`config.mk`:
```
export PLATFORM = sky130hd
export DESIGN_NAME = pattern_filler
export DESIGN_NICKNAME = d
export VERILOG_FILES = /design/src/rtl/pattern_filler.sv
export SDC_FILE = /design/constraint.sdc
export NUM_CORES = 1
export LEC_CHECK = 0
export ABC_AREA = 1
export CORE_MARGIN = 4
export CORE_UTILIZATION = 58
export CTS_CLUSTER_SIZE = 40
export DETAILED_ROUTE_END_ITERATION = 10
export PLACE_DENSITY = 0.95
export SKIP_CTS_REPAIR_TIMING = 1
export SYNTH_ARGS = -nofsm -noshare
export SYNTH_HDL_FRONTEND = slang
export SYNTH_SLANG_ARGS = --single-unit
export TNS_END_PERCENT = 20
```
`constraint.sdc`:
```
create_clock -name clk_25 -period 5.45 [get_ports clk_25]
set_clock_uncertainty 0.15 [all_clocks]
set_input_delay 1.09 -clock clk_25 [delete_from_list [all_inputs] [get_ports clk_25]]
set_output_delay 1.09 -clock clk_25 [all_outputs]
set_load 0.02 [all_outputs]
```
`src/rtl/pattern_filler.sv`:
```
// Framebuffer pattern generator: writes one frame of solid, striped or checkerboard
// pixels over a ready/valid-style write port, optionally repeating frame after frame.
module pattern_filler #(
  parameter int H_RES       = 160,
  parameter int V_RES       = 120,
  parameter int ADDR_WIDTH  = 15,
  parameter int PIXEL_WIDTH = 1,
  parameter int TILE_SHIFT  = 3
) (
  input  logic                   clk_25,
  input  logic                   reset,
  input  logic                   start,
  input  logic [1:0]             mode,
  input  logic [PIXEL_WIDTH-1:0] fg_color,
  input  logic [PIXEL_WIDTH-1:0] bg_color,
  input  logic                   continuous,
  input  logic                   abort,
  input  logic                   wr_ready,
  output logic                   we,
  output logic [ADDR_WIDTH-1:0]  write_addr,
  output logic [PIXEL_WIDTH-1:0] pixel,
  output logic                   busy,
  output logic                   done,
  output logic [7:0]             frame_count
);

  // Counters are widened so that bit TILE_SHIFT always exists.
  localparam int XW = ($clog2(H_RES) > TILE_SHIFT) ? $clog2(H_RES) : TILE_SHIFT + 1;
  localparam int YW = ($clog2(V_RES) > TILE_SHIFT) ? $clog2(V_RES) : TILE_SHIFT + 1;

  typedef enum logic [1:0] {
    ST_IDLE = 2'd0,
    ST_FILL = 2'd1,
    ST_DONE = 2'd2
  } state_t;

  state_t                 state_q, state_d;
  logic [XW-1:0]          x_q, x_d;
  logic [YW-1:0]          y_q, y_d;
  logic [ADDR_WIDTH-1:0]  addr_q, addr_d;
  logic [1:0]             mode_q, mode_d;
  logic [PIXEL_WIDTH-1:0] fg_q, fg_d;
  logic [PIXEL_WIDTH-1:0] bg_q, bg_d;
  logic [PIXEL_WIDTH-1:0] pixel_q, pixel_d;
  logic [7:0]             fc_q, fc_d;
  logic                   we_q, we_d;
  logic                   busy_q, busy_d;
  logic                   done_q, done_d;
  logic                   last_s;

  function automatic logic pat_bit(input logic [1:0] m, input logic xb, input logic yb);
    logic b;
    case (m)
      2'd0:    b = 1'b1;
      2'd1:    b = xb;
      2'd2:    b = yb;
      2'd3:    b = xb ^ yb;
      default: b = 1'b1;
    endcase
    return b;
  endfunction

  assign last_s = (x_q == XW'(H_RES - 1)) && (y_q == YW'(V_RES - 1));

  // Next-state, counter and output-register computation.
  always_comb begin
    state_d = state_q;
    x_d     = x_q;
    y_d     = y_q;
    addr_d  = addr_q;
    mode_d  = mode_q;
    fg_d    = fg_q;
    bg_d    = bg_q;
    fc_d    = fc_q;
    case (state_q)
      ST_IDLE: begin
        if (start && !abort) begin
          state_d = ST_FILL;
          x_d     = '0;
          y_d     = '0;
          addr_d  = '0;
          mode_d  = mode;
          fg_d    = fg_color;
          bg_d    = bg_color;
        end else begin
          state_d = ST_IDLE;
        end
      end
      ST_FILL: begin
        if (abort) begin
          state_d = ST_IDLE;
          x_d     = '0;
          y_d     = '0;
          addr_d  = '0;
        end else if (we_q && wr_ready) begin
          if (last_s) begin
            state_d = ST_DONE;
            x_d     = '0;
            y_d     = '0;
            addr_d  = '0;
          end else begin
            addr_d = addr_q + ADDR_WIDTH'(1);
            if (x_q == XW'(H_RES - 1)) begin
              x_d = '0;
              y_d = y_q + YW'(1);
            end else begin
              x_d = x_q + XW'(1);
            end
          end
        end else begin
          state_d = ST_FILL;
        end
      end
      ST_DONE: begin
        if (abort) begin
          state_d = ST_IDLE;
        end else begin
          fc_d = fc_q + 8'd1;
          if (continuous) begin
            state_d = ST_FILL;
            x_d     = '0;
            y_d     = '0;
            addr_d  = '0;
            mode_d  = mode;
            fg_d    = fg_color;
            bg_d    = bg_color;
          end else begin
            state_d = ST_IDLE;
          end
        end
      end
      default: begin
        state_d = ST_IDLE;
        x_d     = '0;
        y_d     = '0;
        addr_d  = '0;
      end
    endcase

    // Pixel is computed from the next coordinates so it lands in the same cycle as its address.
    if (state_d == ST_FILL) begin
      pixel_d = pat_bit(mode_d, x_d[TILE_SHIFT], y_d[TILE_SHIFT]) ? fg_d : bg_d;
    end else begin
      pixel_d = '0;
    end
    we_d   = (state_d == ST_FILL);
    busy_d = (state_d != ST_IDLE);
    done_d = (state_d == ST_DONE);
  end

  // State and output registers with asynchronous reset.
  always_ff @(posedge clk_25 or posedge reset) begin
    if (reset) begin
      state_q <= ST_IDLE;
      x_q     <= '0;
      y_q     <= '0;
      addr_q  <= '0;
      mode_q  <= 2'd0;
      fg_q    <= '0;
      bg_q    <= '0;
      pixel_q <= '0;
      fc_q    <= 8'd0;
      we_q    <= 1'b0;
      busy_q  <= 1'b0;
      done_q  <= 1'b0;
    end else begin
      state_q <= state_d;
      x_q     <= x_d;
      y_q     <= y_d;
      addr_q  <= addr_d;
      mode_q  <= mode_d;
      fg_q    <= fg_d;
      bg_q    <= bg_d;
      pixel_q <= pixel_d;
      fc_q    <= fc_d;
      we_q    <= we_d;
      busy_q  <= busy_d;
      done_q  <= done_d;
    end
  end

  assign we          = we_q;
  assign write_addr  = addr_q;
  assign pixel       = pixel_q;
  assign busy        = busy_q;
  assign done        = done_q;
  assign frame_count = fc_q;

endmodule

```
After elaboration in Yosys (flattened, before gate mapping)
Cells that the tools add are included.
W data, S select, Z words.
Operators by class
  $add $sub $neg: 4
  eq/ne operators: 14
  multiplexer cells: 46
  bitwise gates (word level): 2
  reductions and logical operators: 10
Operators by type and width (number)
  $mux W15: 6
  $mux W8: 7
  $mux W7: 7
  $pmux W15 S3: 1
  $pmux W8 S3: 1
  $pmux W7 S3: 1
  $add A8 B1 Y8 const B: 2
  $add A15 B1 Y15 const B: 1
  $mux W1: 12
  $mux W2: 6
  $eq A2 B2 Y1 const B: 4
  $eq A8 B8 Y1 const B: 1
  $add A7 B1 Y7 const B: 1
  $eq A7 B7 Y1 const B: 1
  $eq A2 B1 Y1 const B: 3
  $ne A2 B2 Y1 const B: 3
  $pmux W2 S3: 1
  $reduce_and A5 Y1: 1
  $logic_not A2 Y1: 2
  $ne A4 B4 Y1 const B: 1
  $pmux W1 S2: 2
  $pmux W1 S4: 1
  $pmux W2 S2: 1
  $reduce_and A4 Y1: 1
  other kinds (7): 9
Storage, ports and cells
  register bits after elaboration: 48
  output and inout bits: 27
  logic and storage cells: 90

Longest topological paths before layout
  word-level depth: 11
  gate-level depth with buffers: 15
  mapped depth without buffers: 15

Worst setup path before layout
No wires, ideal clock.
  path type: input to register
  start point: in wr_ready
  end point: reg pixel_q (netlist: pixel)
  setup time: 0.119 ns
  data arrival time: 2.093 ns
  path slack: 3.088 ns
  cell stages on the path: 10
  path through: nand2_1 > inv_1 > nor2_4 > nor2_8 > nand2_4 > nand3_2 > nor2_2 > nand3_1 > a21oi_1 > nor2_1
Between the ends
  longest elaborated chain between the ends: 9
RTL lines
  start, declared: line 18  | input logic wr_ready,
  $logic_and A1 B1 Y1 *: line 95  | end else if (we_q && wr_ready) begin
  $mux W8 or $mux W7 (tied branches): line 95
  $mux W8 or $mux W7 (tied branches): line 90  | if (abort) begin
  $pmux W8 S3 or $pmux W7 S3 (tied branches): line 75  | case (state_q)
  $xor A1 B1 Y1: line 57  | 2'd3: b = xb ^ yb;
  $pmux W1 S4: line 53  | case (m)
  $mux W1: line 141  | if (state_d == ST_FILL) begin
  $mux W1: line 142  | pixel_d = pat_bit(mode_d, x_d[TILE_SHIFT], y_d[TILE_SHIFT]) ? fg_d : bg_d;
  $mux W1 *: line 141
  named net pixel_d: line 44  | logic [PIXEL_WIDTH-1:0] pixel_q, pixel_d;
  end signal, assigned: line 174  | pixel_q <= pixel_d;
  end, declared: line 44
Mark *: on every way through the listed nets, which the timed path passes. The rest lies on a longest branch. The select of a mux whose other input is x is not followed.
A chain may end at the register's enable or synchronous reset.

Worst setup path in the final report
  start point: in abort
  end point: reg y_q[2]
Between the ends
  longest elaborated chain between the ends: 4
RTL lines
  start, declared: line 17  | input logic abort,
  $logic_not A1 Y1: line 77  | if (start && !abort) begin
  $logic_and A1 B1 Y1: line 77
  $ne A2 B2 Y1 (no source line)
  $reduce_and A5 Y1 (no source line)
  end signal, assigned: line 169  | y_q <= y_d;
  end, declared: line 39  | logic [YW-1:0] y_q, y_d;
Parallel ways exist; a longest one is shown, timed or not.

==> results.md <==
* Status: complete, no violations
* Worst hold slack at 328 ps
* Cell family with most CP delay: buffers and inverters
* Largest net degree at the start of global routing at 49
* Full die area at 5410 sq um
* Beginning of the worst hold path: frame_count[7]
* Final period utilization at 53.2%
* Minimum clock period at 2900 ps
* CTS tree: yes
* Crit end category: flop
* Max-slew headroom at approximately 34%
* CTS Buf Count at 5
* Routed wire length at 5650 microns
* Worst Hold Class: reg -> reg
* CP cell instances: clkdlybuf4s50_1, inv_2, nand2_1, nand2_1, nand2_2, nor2_8, inv_2, nor2_4, inv_1, o21ai_0, a21oi_1
* Final HPWL DP at 4150 microns
* Worst reg-to-reg setup slack at 3290 ps
* Total GRT Usage at 23.2%
* Pwr dens at 274 nW/um^2
* Post-synthesis register bit count at 48
* RD Place Congestion at 0.910
* Finish-stage setup viols at 0
* Pleak at roughly 1.4 nW
* Worst Setup Path Type: in -> reg
* First-pass GRT wire length at 9860 microns
* Synth unique cells at 33
* Delay of the slowest critical-path stage at between 400 and 500 ps
* Die W at 73.5 microns
* Req. time, crit path at between 5000 and 6000 ps
* Synth Area in Adders at 2.01%
* Vias per cell at approximately 5.7
* Busiest grt layer: met2
* Fill count at 290
* Syn Area/Cell at 8.38 sq um
* Drt first pass iters at 4
* Synth Area in Simple Gates at 27.9%
* Starting Density at 60.9%
* Critical path data arrival time at 2950 ps
* Multiplexer share of the synthesized area at 0%
* Number of remaining DRC errors at 0
* Largest family of logic cells by synthesized area: simple AND/OR/NAND/NOR gates
* Core box area at between 4000 and 5000 sq um
* Worst Hold Depth at 1
* 1st-iter DRT viols at 203
* Reg2reg end: y_q[2]
* Row cnt at 23
* Initial antenna violation count at 0
* RSZ-0062 raised after global routing: false
* Startpoint types: input pin
* Area Overhead vs Synth at 19.9%
* Clk sinks at 48
* Setup TNS at 0 ps
* Synth Area in Compound Gates at 10.4%
* Port buffer count at 36
* Synth Area in XOR/XNOR at 3.87%
* Grt ovf at 0
* Max-slew violations at 0
* Syn_nets at 311
* Yosys Warn Count at 0
* M3 GR Usage at 4.38%
* Clk Tree Root Cell: clkbuf_8
* Total number of vias at 2209
* WHS Endpoint: frame_count[7]
* FF-to-FF Start: x_q[1]
* Worst setup path start: abort
* Max_cap viols at 0
* Post-route ant nets at 0
* Synth Instances at 297
* Peak supply drop at 0.000267 V
* Sequential share of the synthesized area at 48.2%
* Max clock buf depth at 2
* Post-synthesis cell area at 2490 sq um
* Critical path peak fanout at 19
* Routed wire per std cell at 14.5 microns
* Worst-path cell with the longest stage delay: clkdlybuf4s50_1
* Antenna diodes at 0
* Hold Fails Final Rpt at 0
* Fmax achieved at 345 MHz
* Final nets at approximately 350
* Layout cells sized above 1 at 9.44%
* Top Ports at 37
* Worst-path clk slew at 80 ps
* Grt met1 use at 29.1%
* Die Ht at 73.5 microns
* Vias in the first global route at 2143
* Measured slew at the worst slew-check pin at 992 ps
* Reg2Reg Depth at 12
* Met2 GRT Util at 39.4%
* CP bufs+invs at 4
* Clk_lat worst skew at 310 ps
* CTS H-tree depth at 2
==> per-stage QoR <==
| stage | setup WS, ps | std cells | total power [mW] | instance area (sq um) | util (%) |
|---|---|---|---|---|---|
| 2_1_floorplan | 3070 | 297 | 0.546 | 2490 | - |
| 3_3_place_gp | 2370 | 381 | 0.592 | 2900 | 70.9 |
| 3_5_place_dp | 2260 | 381 | 0.604 | 2900 | 70.9 |
| 4_1_cts | 2550 | 389 | 0.818 | 2990 | 73.1 |
| 5_1_grt | 2410 | 389 | 0.863 | 2990 | 73.1 |
| 6_report | 2550 | 389 | 0.817 | 2990 | 73.1 |
==> final cells by class <==
cell class / instances / area, sq um / share of cell area (%)
flip-flops and latches: 48 / 1200 / 40.2
multi-input cells: 201 / 1100 / 36.8
repair buffers: 36 / 360 / 12.1
inverters: 46 / 173 / 5.78
clock buffers: 8 / 90.1 / 3.02
well taps: 50 / 62.6 / 2.09
==> cells in the mapped netlist (all sizes together) <==
cell / instances / area [sq um]
nand3b: 1 / 7.51
a22o: 1 / 10.0
nand2: 64 / 268
ha: 4 / 50.1
a41oi: 1 / 8.76
a211oi: 3 / 22.5
o21bai: 1 / 7.51
nand4: 6 / 37.5
buf: 2 / 16.3
o21ai: 15 / 86.3
nor2: 41 / 200
dfrtp: 48 / 1200
a31o: 1 / 8.76
o31ai: 2 / 15.0
a31oi: 3 / 18.8
nand3: 23 / 125
nor3: 8 / 45.0
xnor2: 2 / 17.5
inv: 46 / 173
nor4: 2 / 12.5
xor2: 9 / 78.8
a32o: 2 / 20.0
a21oi: 12 / 60.1
==> power breakdown <==
| group | switching, mW | internal (mW) | total (mW) |
|---|---|---|---|
| Clock | 0.114 | 0.104 | 0.218 |
| Combinational | 0.140 | 0.0642 | 0.204 |
| Sequential | 0.0142 | 0.381 | 0.396 |
| Total | 0.268 | 0.549 | 0.817 |
==> layout by cell type, fill, tap and decap left out, types with 3 or more instances in the layout <==
cell             count
nand3_1             21
dfrtp_1             48
nor2_4               3
a31oi_1              3
nor3_1               7
ha_1                 4
a21oi_1             12
a211oi_1             3
inv_2                6
nand4_1              6
clkbuf_8             6
nor2_2               3
nand2_2              5
clkdlybuf4s50_1     36
o21ai_0             14
nor2_1              34
xor2_1               9
nand2_1             57
inv_1               40
==> sequential cells by signal (all words and copies together), names as in the netlist <==
signal / count
bg_q: 1
busy: 1
done: 1
fg_q: 1
frame_count: 8
mode_q: 2
pixel: 1
state_q: 2
we: 1
write_addr: 15
x_q: 8
y_q: 7
==> kinds of logic after synthesis <==
group | count (synthesis)
flops | 48
buf+inv | 48
xor+xnor | 11
simple gates | 145
compound gates | 41
fa+ha+maj | 4
==> routing by layer <==
layer  up-vias  share of wire [%]  wire (microns)
li1       1045                  -               -
met1      1092                 42            2350
met2        59                 51            2890
met3        13                4.7             267
met4         0                2.3             130
met5         -                  0               0
==> how the worst max path moves through the flow <==
stage	to	slack, ps	depth (start not counted)
final	y_q[2]	2550	11
after global routing	write_addr[9]	2410	11
after CTS	y_q[2]	2550	11
after detailed placement	y_q[2]	2260	11
after global placement	y_q[2]	2370	11
after floorplan	bg_q	3070	1
Power figures use the tool's default switching activity.
